===== config.mk =====
export PLATFORM = sky130hd
export DESIGN_NAME = mmio_sig_collector
export DESIGN_NICKNAME = d
export VERILOG_FILES = /design/src/rtl/mmio_sig_collector.sv
export SDC_FILE = /design/constraint.sdc
export NUM_CORES = 1
export LEC_CHECK = 0
export BUFFER_PORTS_ARGS = -buffer_cell sky130_fd_sc_hd__buf_2
export CORE_UTILIZATION = 58
export DETAILED_ROUTE_END_ITERATION = 8
export PLACE_DENSITY = 0.8
export SYNTH_ARGS = -nofsm -noshare
export SYNTH_HDL_FRONTEND = slang
export SYNTH_SLANG_ARGS = --single-unit

===== constraint.sdc =====
create_clock -name clk_i -period 13.2 [get_ports clk_i]
set_clock_uncertainty 0.05 [all_clocks]
set_input_delay 1.32 -clock clk_i [delete_from_list [all_inputs] [get_ports clk_i]]
set_output_delay 1.32 -clock clk_i [all_outputs]
set_load 0.03 [all_outputs]

===== src/rtl/mmio_sig_collector.sv =====
// mmio_sig_collector: MMIO signature decoder with record FIFO and run control.
// Optional MMIO_SIG_TAINT_EN stores the write-data taint shadow per record.
module mmio_sig_collector #(
    parameter int ADDR_W     = 32,
    parameter int DATA_W     = 64,
    parameter int IDX_W      = 8,
    parameter int FIFO_DEPTH = 8,
    parameter int CYC_W      = 32,
    parameter int STOP_DRAIN = 50,
    parameter logic [ADDR_W-1:0] ADDR_STOP       = ADDR_W'(32'h6000_0000),
    parameter logic [ADDR_W-1:0] ADDR_TRAP       = ADDR_W'(32'h6000_0008),
    parameter logic [ADDR_W-1:0] ADDR_REG_DUMP   = ADDR_W'(32'h6000_0010),
    parameter logic [ADDR_W-1:0] ADDR_FREG_DUMP  = ADDR_W'(32'h6000_0018),
    parameter logic [ADDR_W-1:0] ADDR_REG_STREAM = ADDR_W'(32'h6000_0020)
) (
    input  logic              clk_i,
    input  logic              rst_i,
    input  logic              mmio_req_i,
    input  logic              mmio_we_i,
    input  logic [ADDR_W-1:0] mmio_addr_i,
    input  logic [DATA_W-1:0] mmio_wdata_i,
    input  logic [DATA_W-1:0] mmio_wdata_t0_i,
    input  logic [CYC_W-1:0]  simlen_i,
    input  logic              dontstop_trap_i,
    output logic              rec_valid_o,
    input  logic              rec_ready_i,
    output logic [2:0]        rec_kind_o,
    output logic [IDX_W-1:0]  rec_idx_o,
    output logic [DATA_W-1:0] rec_data_o,
    output logic [DATA_W-1:0] rec_taint_o,
    output logic              stop_req_o,
    output logic              trap_seen_o,
    output logic              done_o,
    output logic              overflow_o,
    output logic [CYC_W-1:0]  cycle_o
);
    localparam int AW = $clog2(FIFO_DEPTH);
    typedef enum logic [1:0] {RUN, DRAIN, DONE} state_t;
    state_t state, state_n;
    logic run, wr, h_int, h_freg, h_stream, h_stop, h_trap, hit, stop_go, limit;
    logic push, pop, full, empty;
    logic [2:0] kind;
    logic [CYC_W-1:0] drain_cnt;
    logic [IDX_W-1:0] idx [8];
    logic [AW:0] wp, rp;
    logic [2:0] kind_m [FIFO_DEPTH];
    logic [IDX_W-1:0] idx_m [FIFO_DEPTH];
    logic [DATA_W-1:0] data_m [FIFO_DEPTH];
    assign wr       = mmio_req_i && mmio_we_i && run;
    assign h_int    = wr && mmio_addr_i == ADDR_REG_DUMP;
    assign h_freg   = wr && mmio_addr_i == ADDR_FREG_DUMP;
    assign h_stream = wr && mmio_addr_i == ADDR_REG_STREAM;
    assign h_stop   = wr && mmio_addr_i == ADDR_STOP;
    assign h_trap   = mmio_req_i && run && mmio_addr_i == ADDR_TRAP;
    assign hit      = h_int || h_freg || h_stream || h_stop || h_trap;
    assign kind     = h_freg ? 3'd1 : h_stream ? 3'd2 : h_stop ? 3'd3 : h_trap ? 3'd4 : 3'd0;
    assign stop_go  = h_stop || (h_trap && !dontstop_trap_i);
    assign limit    = simlen_i != '0 && cycle_o == simlen_i - CYC_W'(1);
    assign empty    = wp == rp;
    assign full     = (wp ^ rp) == {1'b1, {AW{1'b0}}};
    assign pop      = !empty && rec_ready_i;
    assign push     = hit && (!full || pop);
    always_ff @(posedge clk_i)
        if (rst_i) state <= RUN;
        else state <= state_n;
    always_comb begin
        state_n = state;
        if (state == RUN && stop_go) state_n = DRAIN;
        if (state == DRAIN && drain_cnt == '0) state_n = DONE;
        if (limit) state_n = DONE;
    end
    always_comb begin
        run    = state == RUN;
        done_o = state == DONE;
    end
    always_ff @(posedge clk_i) begin
        if (rst_i) begin
            wp          <= '0;
            rp          <= '0;
            drain_cnt   <= '0;
            stop_req_o  <= 1'b0;
            trap_seen_o <= 1'b0;
            overflow_o  <= 1'b0;
            cycle_o     <= '0;
            for (int k = 0; k < 8; k++) idx[k] <= k == 0 ? IDX_W'(1) : '0;
        end else begin
            if (push) wp <= wp + (AW+1)'(1);
            if (pop) rp <= rp + (AW+1)'(1);
            if (hit) idx[kind] <= idx[kind] + IDX_W'(1);
            if (hit && full && !pop) overflow_o <= 1'b1;
            if (stop_go) stop_req_o <= 1'b1;
            if (h_trap) trap_seen_o <= 1'b1;
            if (stop_go) drain_cnt <= CYC_W'(STOP_DRAIN);
            else if (state == DRAIN && drain_cnt != '0) drain_cnt <= drain_cnt - CYC_W'(1);
            if (state != DONE && cycle_o != '1) cycle_o <= cycle_o + CYC_W'(1);
        end
    end
    always_ff @(posedge clk_i)
        if (push) begin
            kind_m[wp[AW-1:0]] <= kind;
            idx_m[wp[AW-1:0]]  <= idx[kind];
            data_m[wp[AW-1:0]] <= mmio_wdata_i;
        end
    assign rec_valid_o = !empty;
    assign rec_kind_o  = kind_m[rp[AW-1:0]];
    assign rec_idx_o   = idx_m[rp[AW-1:0]];
    assign rec_data_o  = data_m[rp[AW-1:0]];
`ifdef MMIO_SIG_TAINT_EN
    logic [DATA_W-1:0] taint_m [FIFO_DEPTH];
    always_ff @(posedge clk_i)
        if (push) taint_m[wp[AW-1:0]] <= mmio_wdata_t0_i;
    assign rec_taint_o = taint_m[rp[AW-1:0]];
`else
    logic unused_taint;
    assign unused_taint = ^mmio_wdata_t0_i;
    assign rec_taint_o  = '0;
`endif
endmodule


; After elaboration in Yosys (flattened, before gate mapping)
; Memories as Yosys holds them, arrays and structs flattened. A register that Yosys moved wholly into a read port is not among the register bits.
; Cells that the tools add are included.
[word_totals]
input_bits = 198
elab_cells = 95
latch_bits = 0
ff_bits = 77
ramBits = 664
out_inout_bits = 176
memories = 4
mem_bits_ro = 0
[mem_list]
columns = name, depth, word_bits, rd, rd_ports_with_merged_regs, wr, line
row1 = data_m, 8, 64, 1, 1, 1, 48  ; logic [DATA_W-1:0] data_m [FIFO_DEPTH];
row2 = idx, 8, 8, 1, 0, 8, 44  ; logic [IDX_W-1:0] idx [8];
row3 = idx_m, 8, 8, 1, 1, 1, 47  ; logic [IDX_W-1:0] idx_m [FIFO_DEPTH];
row4 = kind_m, 8, 3, 1, 1, 1, 46  ; logic [2:0] kind_m [FIFO_DEPTH];
[op_classes]
n_mux = 25
addsub = 6
n_reduce_logical = 37
div = 0
bitwise_logic = 1
shift = 0
n_lt_le_gt_ge = 0
n_eq_ne = 12
multipliers = 0
[op_table]
columns = operator, count
row1 = 32-bit by 31-bit == test with 1-bit output (second input constant), 5
row2 = 32-bit nonzero test, 2
row3 = 32-bit by 1-bit subtractor with 32-bit output (second input constant), 2
row4 = 3-bit two-way mux, 11
row5 = 32-bit by 1-bit adder with 32-bit output (second input constant), 1
row6 = 32-bit == test, 1
row7 = 32-bit logical NOT, 1
row8 = 32-bit != test (second input constant), 1
row9 = 1-bit logical AND, 18
row10 = 6-bit two-way mux, 2
row11 = 4-bit by 1-bit adder with 4-bit output (second input constant), 2
row12 = 8-bit by 1-bit adder with 8-bit output (second input constant), 1
row13 = 1-bit two-way mux, 8
row14 = 8-bit two-way mux, 1
row15 = 8-bit OR reduction, 1
row16 = 1-bit logical OR, 6
row17 = 2-bit two-way mux, 3
row18 = 4-bit == test, 1
row19 = 4-bit == test (second input constant), 1
row20 = 1-bit logical NOT, 4
row21 = 4-bit XOR, 1
row22 = 3-bit nonzero test, 1
row23 = 3-bit OR reduction, 1
row24 = 2-bit by 1-bit == test with 1-bit output (second input constant), 1
row25 = other kinds (5), 5

; Longest topological paths before layout
[depth]
depth_word = 12
ltp_mapped = 12
depth_no_buf = 11

; Worst setup path before layout
; No wires, ideal clock.
[synth_path]
kind = input to register
start = input mmio_addr_i[13]
end = memory data_m[0][0], enable pin
path_stages = 6
setup_time_ns = 0.693
arrival_ns = 9.971
path_slack_ns = 2.486
cell_sequence = nor4_1 nand4_1 nor3_2 a31oi_1 or2_2 nor4_1
[synth_between]
elab_chain_cells = 9
[synth_lines]
columns = element, line
row1 = from (decl), 20  ; input logic [ADDR_W-1:0] mmio_addr_i,
row2 = 32-bit by 31-bit == test with 1-bit output (on tied branches), "50, 51"
row3 = 1-bit logical AND (on tied branches), "50, 51"
row4 = 1-bit logical OR (3 in series), 55  ; assign hit = h_int || h_freg || h_stream || h_stop || h_trap;
row5 = 1-bit logical OR (*), 55
row6 = 1-bit logical AND (*), 62  ; assign push = hit && (!full || pop);
row7 = 1-bit two-way mux (*), 99  ; if (push) begin
row8 = 1-bit two-way mux (not written as such) (*), 102  ; data_m[wp[AW-1:0]] <= mmio_wdata_i;
row9 = to (decl), 48
; Mark *: on every way between the ends. The rest lies on a longest branch, timed or not.

==> Implementation_results.wiki <==
{| class="wikitable"
! Metric !! Value
|-
| Quantity of I/O buffers inserted on ports || 245
|-
| Relative slew margins || 18.4%
|-
| Fin Setup TNS || 0 ns
|-
| R2R Path Start || state[1]$_SDFFE_PP0P_
|-
| CP Capture Type || output pin
|-
| Total routing resource utilization after global routing || 24.1%
|-
| Primary FF master, synth || edfxtp_1
|-
| Yosys synthesis warning count || 0
|-
| Post-layout minimum cycle time || 5.32 ns
|-
| Gate Count Post-Synth || 1761
|-
| Total of cells resized after clock tree synthesis || 0
|-
| CP arrival || 3.95 ns
|-
| Element type at the critical path start || register
|-
| Layout Nets || 2235
|-
| Startpoint of the worst hold path || stop_req_o$_SDFFE_PP0P_
|-
| Final estimated routing congestion in global placement || 0.880
|-
| Number of filler instances in the final layout || 3430
|-
| Final worst path period share || 40.3%
|-
| Initial drt markers || 1326
|-
| Final-report hold violation count || 0
|-
| Placeable core region || 51300 um^2
|-
| Die footprint || 52700 um^2
|-
| Area occupied by multi-input gates || 8650 um^2
|-
| Max Slew Vio Count || 0
|-
| First-pass GRT wire length || 95800 um
|-
| Peak ir drop on the vdd network || 0.105 mV
|-
| Antenna violation net count after detailed routing || 0
|-
| Util after Layout || 66.5%
|-
| Depth of the CTS H-tree || 3
|-
| Largest net degree at the start of global routing || 70
|-
| CTS tree || built
|-
| Num CTS Buffers || 74
|-
| Power per Cell Area || 133 nW/um^2
|-
| Routed wire length || 62500 um
|-
| Final setup violating endpoints || 0
|-
| Min-delay worst type || register to register
|-
| Number of global-route vias before repair || 16400
|-
| Vias after detailed routing || 16300
|-
| Count of boundary I/O pins || 374
|-
| Sequential element share of the synthesized area || 69.3%
|-
| Largest fanout on the critical path || 50
|-
| Share of final-layout standard cells stronger than drive strength 1 || 30.6%
|-
| Reported leakage power || 11.2 nW
|-
| Number of antenna violations at the first check in global routing || 6
|-
| Transition time of the tightest slew-check pin || 1.21 ns
|-
| Die extent in y || 230 um
|-
| Area of the mapped netlist || 30100 um^2
|-
| Hold_buf cts || 0
|-
| Number of flops mapped to enable cells by yosys || 640
|-
| Worst path required time || 11.83 ns
|-
| Row Count || 83
|-
| R2R depth || 9
|-
| Router iterations before antenna repair || 5
|-
| Cell at the root of the clock tree || clkbuf_16
|-
| Maximum number of buffers from clock root to sink || 3
|-
| Number of max-cap violations || 0
|-
| Total area of sequential cells || 20800 um^2
|-
| Residual DRC || 0
|-
| Half-perimeter wire length after detailed placement || 36100 um
|-
| Maximum operating frequency || 188 MHz
|-
| Die Span X || 230 um
|-
| Clock network latency to the later pin of the worst-skew pair || 0.61 ns
|-
| Buffer count from post-CTS setup fixing || 0
|-
| Ys async rst share || 0%
|-
| Hold depth || 2
|-
| Outcome || completed
|-
| Reg clk slew, reported paths || 0.06 ns
|-
| RSZ-0062 raised after global routing || no
|-
| Global-route congestion overflow total || 0
|-
| Area added between synthesis and finish || 13.5%
|-
| Number of synthesized register bits || 720
|-
| Type of the setup path with the least slack || register to output pin
|-
| Avg Cell Area, Syn || 17.1 um^2
|-
| CTS Sinks || 720
|-
| Routed len/inst || 22.6 um
|-
| Starting utilization of the core area || 58.6%
|-
| Vias per cell || 5.91
|-
| Synth cell types || 77
|}
-- path summary, 6_finish.rpt --
check	endpoint	slack [ns]
worst max register to register	data_m[2][27]$_DFFE_PP_	8.57
worst min register to register	stop_req_o$_SDFFE_PP0P_	0.40
worst min-delay path	stop_req_o$_SDFFE_PP0P_	0.40
worst max-delay path	rec_data_o[35]	7.88
-- where the power goes --
| group | switching [mW] | internal, mW |
|---|---|---|
| sequential | 0.00379 | 2.48 |
| clock | 0.817 | 1.14 |
| combinational | 0.0812 | 0.0306 |
-- logic make-up (layout without fill, tap and decap cells) --
kind of cell,after synthesis,count (layout),synth area share (%)
compound gates,93,93,2.09
xor+xnor,106,106,3.09
fa+ha+maj,7,7,0.291
buf+inv,163,424,2.88
flops,720,720,69.3
mux,246,246,14.8
other cells,1,65,0.0125
simple gates,425,425,7.54
-- through the flow --
stage	total power, mW	hold slack [ns]	cells	area (um^2)	worst slack [ns]
3_3_place_gp	2.64	0.390	2634	31800	7.51
5_1_grt	4.69	0.451	2765	34100	7.52
4_1_cts	4.59	0.403	2765	34100	7.71
6_report	4.55	0.404	2766	34100	7.88
3_5_place_dp	2.64	0.395	2634	31800	7.42
2_1_floorplan	2.60	0.421	1824	30300	2.49
-- per-layer routing --
layer | track usage (%) | vias to the layer above | routed length, um
li1 | - | 7337 | -
met1 | 32.3 | 8281 | 24700
met2 | 40.4 | 609 | 32100
met3 | 4.58 | 110 | 4330
met4 | 7.17 | 10 | 1270
met5 | 0 | - | 61
-- synth_stat cells, types with 21 or more instances --
library cell / number / area, um^2
dfxtp_1: 80 / 1600
mux4_2: 150 / 3380
mux2_2: 80 / 901
nor2_1: 148 / 556
nand4_1: 21 / 131
nand2_1: 53 / 199
xnor2_1: 58 / 508
nor4_1: 27 / 169
nor3_1: 38 / 190
a21oi_1: 23 / 115
inv_1: 21 / 78.8
edfxtp_1: 640 / 19200
buf_4: 64 / 480
clkbuf_1: 56 / 210
xor2_1: 48 / 420
-- cell type report --
type / instances / area share (%)
clock inverters: 31 / 0.800
multi-input cells: 941 / 25.4
flip-flops and latches: 720 / 61.1
repair buffers: 270 / 4.15
well taps: 680 / 2.49
diodes: 1 / 0.00734
clock buffers: 100 / 5.87
inverters: 23 / 0.253
-- layout by cell type, fill, tap and decap left out, types with 8 or more instances in the layout --
master / Yosys / routed
a21oi_1: 23 / 23
nor2_1: 148 / 145
mux2i_1: 12 / 12
nand3_1: 19 / 19
or3_1: 19 / 19
a31oi_1: 9 / 9
mux2_2: 80 / 80
buf_4: 64 / 25
inv_1: 21 / 21
conb_1: 1 / 64
nand4_1: 21 / 21
or2_2: 8 / 8
nand2b_1: 14 / 14
nor4_1: 27 / 26
clkinv_1: 0 / 13
or4_1: 12 / 12
o21ai_0: 14 / 14
xor2_1: 48 / 48
nand2_1: 53 / 53
nor2b_1: 11 / 11
buf_2: 4 / 245
nor3_1: 38 / 34
clkbuf_16: 0 / 75
edfxtp_1: 640 / 640
dfxtp_1: 80 / 77
xnor2_1: 58 / 58
mux4_2: 150 / 150
clkbuf_1: 56 / 22
-- sequential cells by signal, summed over array words and instances (netlist names), named ones only --
name	cells
drain_cnt	32
kind_m	24
stop_req_o	1
data_m	512
cycle_o	32
wp	4
state	2
idx_m	64
trap_seen_o	1
rp	4
overflow_o	1
idx	40
-- worst max-delay path, stage by stage (launching register included) --
cell,delay [ns]
dfxtp_4,0.59
buf_4,0.67
buf_4,0.89
mux4_2,0.61
mux2_2,0.31
buf_2,0.18
No activity file was read; power rests on OpenSTA's default activity.
